--- config.mk ---
export PLATFORM = sky130hd
export DESIGN_NAME = pc_fetch_unit
export DESIGN_NICKNAME = d
export VERILOG_FILES = /design/src/rtl/pc_fetch_unit.sv
export SDC_FILE = /design/constraint.sdc
export NUM_CORES = 1
export LEC_CHECK = 0
export ABC_CLOCK_PERIOD_IN_PS = 2200
export CAP_MARGIN = 20
export CELL_PAD_IN_SITES_DETAIL_PLACEMENT = 1
export CELL_PAD_IN_SITES_GLOBAL_PLACEMENT = 1
export CORE_ASPECT_RATIO = 1.2
export CORE_MARGIN = 4
export CORE_UTILIZATION = 31
export CTS_BUF_LIST = sky130_fd_sc_hd__clkbuf_8
export CTS_CLUSTER_DIAMETER = 60
export DETAILED_ROUTE_END_ITERATION = 8
export GPL_TIMING_DRIVEN = 1
export PLACE_DENSITY_LB_ADDON = 0.1
export SLEW_MARGIN = 5
export SYNTH_ARGS = -nofsm -noshare
export SYNTH_HDL_FRONTEND = slang
export SYNTH_SLANG_ARGS = --single-unit
--- constraint.sdc ---
create_clock -name clk -period 2.2 [get_ports clk]
set_input_delay 0.33 -clock clk [delete_from_list [all_inputs] [get_ports clk]]
set_output_delay 0.33 -clock clk [all_outputs]
set_load 0.02 [all_outputs]
--- src/rtl/pc_fetch_unit.sv ---
// Program counter and fetch sequencer: fetches one instruction over a req/ready handshake,
// holds it for execute, then advances the PC (sequential, Bcond, Jcond or JAL with link).
module pc_fetch_unit #(
   parameter int WIDTH     = 16,
   parameter int DISP_BITS = 8,
   parameter logic [WIDTH-1:0] RESET_PC = '0,
   parameter int CNT_WIDTH = 16
) (
   input  logic                 clk,
   input  logic                 reset,
   output logic                 imem_req,
   output logic [WIDTH-1:0]     imem_addr,
   input  logic                 imem_ready,
   input  logic [WIDTH-1:0]     imem_rdata,
   output logic [WIDTH-1:0]     instr,
   output logic                 instr_valid,
   input  logic                 exec_done,
   input  logic                 br_valid,
   input  logic [1:0]           br_kind,
   input  logic [3:0]           cond,
   input  logic [4:0]           flags,
   input  logic [DISP_BITS-1:0] disp,
   input  logic [WIDTH-1:0]     target,
   output logic [WIDTH-1:0]     pc,
   output logic [WIDTH-1:0]     link,
   output logic                 link_we,
   output logic [CNT_WIDTH-1:0] retire_count,
   output logic                 dbgState
);

   // Handshakes: a fetch completes in any cycle where imem_req && imem_ready; an instruction
   // retires in any cycle where instr_valid && exec_done. Neither side may retract mid-wait.
   typedef enum logic {FETCH = 1'b0, EXEC = 1'b1} stateT;

   localparam logic [1:0] KIND_BCOND = 2'b00;
   localparam logic [1:0] KIND_JCOND = 2'b01;
   localparam logic [1:0] KIND_JAL   = 2'b10;

   stateT                state, stateNext;
   logic [WIDTH-1:0]     pcNext, pcPlusOne, dispExt;
   logic [CNT_WIDTH-1:0] retireCount;
   logic                 instrLoad, retire, takeJal, condOk;

   function automatic logic condTrue(input logic [3:0] c, input logic [4:0] f);
      logic fc, fl, ff, fz, fn;
      logic result;
      {fc, fl, ff, fz, fn} = f;
      case (c)
         4'h0: result = fz;
         4'h1: result = !fz;
         4'h2: result = fc;
         4'h3: result = !fc;
         4'h4: result = fl;
         4'h5: result = !fl;
         4'h6: result = fn;
         4'h7: result = !fn;
         4'h8: result = ff;
         4'h9: result = !ff;
         4'hA: result = !fl && !fz;
         4'hB: result = fl || fz;
         4'hC: result = !fn && !fz;
         4'hD: result = fn || fz;
         4'hE: result = 1'b1;
         default: result = 1'b0;
      endcase
      return result;
   endfunction

   assign pcPlusOne    = pc + {{(WIDTH-1){1'b0}}, 1'b1};
   assign dispExt      = {{(WIDTH-DISP_BITS){disp[DISP_BITS-1]}}, disp};
   assign condOk       = condTrue(cond, flags);
   assign imem_addr    = pc;
   assign retire_count = retireCount;
   assign dbgState     = state;

   always_comb begin
      stateNext   = state;
      pcNext      = pc;
      imem_req    = 1'b0;
      instr_valid = 1'b0;
      instrLoad   = 1'b0;
      retire      = 1'b0;
      takeJal     = 1'b0;
      case (state)
         FETCH: begin
            imem_req = 1'b1;
            if (imem_ready) begin
               instrLoad = 1'b1;
               stateNext = EXEC;
            end
         end
         EXEC: begin
            instr_valid = 1'b1;
            if (exec_done) begin
               retire    = 1'b1;
               stateNext = FETCH;
               pcNext    = pcPlusOne;
               // Reserved kind 11 falls through as a plain sequential advance.
               if (br_valid) begin
                  case (br_kind)
                     KIND_BCOND: if (condOk) pcNext = pc + dispExt;
                     KIND_JCOND: if (condOk) pcNext = target;
                     KIND_JAL: begin
                        pcNext  = target;
                        takeJal = 1'b1;
                     end
                     default: pcNext = pcPlusOne;
                  endcase
               end
            end
         end
         default: stateNext = FETCH;
      endcase
   end

   always_ff @(posedge clk) begin
      if (!reset) begin
         state       <= FETCH;
         pc          <= RESET_PC;
         instr       <= '0;
         retireCount <= '0;
         link        <= '0;
         link_we     <= 1'b0;
      end else begin
         state   <= stateNext;
         pc      <= pcNext;
         link_we <= takeJal;
         if (instrLoad) instr <= imem_rdata;
         if (retire) retireCount <= retireCount + {{(CNT_WIDTH-1){1'b0}}, 1'b1};
         if (takeJal) link <= pcPlusOne;
      end
   end

endmodule

==> run summary <==
Avg Synthesized Cell Area = 8.02 um2
CTS sink cnt = 66
share of the synthesized area in the top cell type = 30.4%
Initial DRC Count = 235
overall via count from detail_route = 4,704
Bufs on Longest Clock Path = 2
vias in the first global route = 4,998
Critical Path Start Type = register
Port Buf Inserts = 139
TritonCTS clock tree = yes
grt ovf = 0
CP peak stage delay = 350 ps
syn_nets = 616
Final setup viols = 5
htree depth = 3
Antenna Cells = 0
Max Clk Rate = 422 MHz
ranking of synthesized cells by area = dfxtp_1 30%, nand2_1 7.1%, xnor2_1 5.4%, ha_1 4.9%, nand3_1 3.3%
share of layout cells above drive strength 1 = 21.5%
Slew Viols, Final = 0
hold path endpoint = imem_addr[13]
drt first pass iters = 5
Hold WC Path Type = input port to register
internal reg-to-reg setup slack = -170 ps
Post-synth EDFFs = 0
GR Util All Layers = 20.8%
Synth Warn # = 0
Max-cap violations = 0
clock slew at reported path FFs = 80 ps
Root Buffer = clkbuf_8
antenna violations before repair = 0
compound-gate portion of the synthesized area = 21.4%
crit-path cells = ha_4 -> fa_2 -> a21o_1 -> a221oi_2 -> buf_4 -> buf_4 -> xor2_1 -> o21ai_1 -> a31o_1 -> o31a_1
DRT Wirelength = 16,900 um
CP endpoint kind = register
Post-Layout Cell Count = 911
pin count of the biggest net entering global routing = 49
final antenna-violating net count = 0
status = finished with violations
slew margin rel. = 62.7%
worst hold stages = 3
placed cell area = 6350 um2
Die ar. = 16,000 um2
mux share of post-synthesis cell area = 3.83%
Worst R2R End = imem_addr[6]
drt wl/cell = 18.5 um
Primary FF master, synth = dfxtp_1
number of synthesized register bits = 66
Post-Synth XOR/XNOR Area = 8.26%
worst slew pin tran = 559 ps
WHS = 363 ps
first-pass GRT wire length = 26,100 um
Post-synth ARST share = 0%
CP dominant cell by count = buf_4
R2R cell count = 10
Synth area leader = dfxtp_1
Final period util = 108%
area of the multi-input gates = 2950 um2
die width = 116 um
Pwr Density = 483 nW/um2
setup TNS = -498 ps
simple logic cell fraction of the synthesized area = 23.9%
crit path time final = 2370 ps
final worst slack = -170 ps
r2r startpoint = imem_addr[0]
CP Data Arrival Time = 2620 ps
worst path required time = 2450 ps
Setup Crit Path Kind = register to register
Cell Rows = 47
Clk Latency, worst-skew pair = 370 ps
final net count = 809
Final Cell Area = 6860 um2
Peak VDD IR = 0.000305 V
Residual DRC = 0
Ports = 140
Final Hold Violating Endpoints = 0
# fillers = 1,656
area delta synth->final = 57.9%
failing checks = setup timing
slowest cell on the critical path = dfxtp_4
Synth cell types = 63
Core ar. = 13,800 um2
Post-Syn Area = 4350 um2
Num CTS Buffers = 9
Layout Skew = 17.9 ps
Util after Layout = 49.9%
combinational family with the most area after synthesis = simple AND/OR/NAND/NOR gates
Vias/cell = 5.16
GPL Wtd Cong = 0.905
Cells after Synth = 542
storage element area = 1330 um2
HP Start = reset
Seq/Total Area, Yosys = 30.4%
placed insts = 884
initial core utilization = 31.6%
Synth Area in Adders = 5.36%
unrepaired setup endpoints after global routing = true
critical path peak fanout = 4
DP Wirelength = 13,300 um
die height = 138 um
Leak = 2.82 nW
-- kinds of logic (layout without fill, tap and decap cells) --
group / after synthesis / after routing
buf+inv: 56 / 254
xor+xnor: 41 / 41
simple gates: 212 / 212
fa+ha+maj: 18 / 18
mux: 16 / 16
compound gates: 133 / 133
flops: 66 / 66
-- power by group --
part / internal [mW] / switching (mW) / total [mW] / leakage, nW
combinational: 0.446 / 0.447 / 0.893 / 2.17
clock: 0.661 / 0.504 / 1.17 / 0.113
sequential: 1.23 / 0.0286 / 1.26 / 0.539
total: 2.34 / 0.980 / 3.32 / 2.82
-- critical path, delay by kind of cell (launching register included) --
kind	cells	cell delay (ps)
AOI/OAI and AO/OA	5	990
xor gates and xnor gates	1	150
adders and majority gates	2	510
buffers and inverters	2	270
DFF	1	350
-- through the flow --
stage,power [mW],setup WS (ps)
floorplan,1.69,-44.2
global placement,2.09,-605
detailed placement,2.11,-668
CTS,3.32,-182
global route,3.47,-313
finish,3.32,-170
-- cells in the final DEF (no fill, tap or decap), drive strengths merged, types with 4 or more instances in the layout --
cell,instances
o21ai,30
nor3,5
xnor2,27
o221ai,4
and2,18
dlymetal6s2s,5
dlygate4sd2,6
inv,9
ha,17
nand4,4
a31oi,7
buf,92
and3,16
nor2,28
mux2i,14
a21o,6
a221oi,8
clkdlybuf4s50,127
nand3,29
o211a,6
nor2b,11
o211ai,4
clkbuf,10
a21boi,17
dfxtp,66
xor2,14
nand2,82
a21oi,26
-- how the worst max path moves through the flow --
stage                 startpoint       endpoint  cells after the start  slack [ps]
global placement         disp[0]  imem_addr[10]                     11        -610
detailed placement       disp[7]  imem_addr[12]                      9        -670
floorplan           imem_addr[0]  imem_addr[10]                      9         -40
finish              imem_addr[0]   imem_addr[6]                     10        -170
CTS                 imem_addr[0]  imem_addr[10]                     10        -180
global route        imem_addr[0]  imem_addr[10]                     10        -310
-- state kept, by name, indices dropped and copies added, names as in the netlist --
signal and cells:
dbgState 1, imem_addr 16, instr 16, link 16
link_we 1, retire_count 16
-- cells in the mapped netlist (all sizes together) (3+ instances only) --
cell / instances
ha: 17
nor2b: 11
nand3: 29
or4: 3
or2: 3
or3: 3
nand2: 82
dfxtp: 66
xnor2: 27
and2: 18
o221ai: 4
xor2: 14
mux2i: 14
clkbuf: 23
a21o: 6
a221oi: 8
a21oi: 26
a31o: 3
a21boi: 17
nor2: 28
a31oi: 7
o31a: 3
nand4: 4
o211ai: 4
buf: 25
o211a: 6
nor3: 5
inv: 8
and3: 16
o21ai: 30
-- per-layer routing --
metal	vias up	track usage (%)	part of all wire [%]
li1	2298	-	-
met1	2230	25.4	43
met2	152	37.5	50
met4	0	6.32	2.0
met3	24	3.16	5.5
met5	-	0	0
-- layout make-up --
cell class	count	share of cell area (%)
Multi-Input combinational cell	420	43.0
Timing Repair Buffer	230	30.8
Sequential cell	66	19.4
Tap cell	171	3.12
Clock buffer	10	2.01
Clock inverter	6	1.19
Inverter	8	0.438
-- timing repair --
item	4_1_cts	5_1_grt
hold buffers	0	0
resized for setup	25	28
pin swaps	12	29
setup buffers	5	6
gates cloned	0	0
setup endpoints to repair	16	14
No activity file was read; power rests on OpenSTA's default activity.
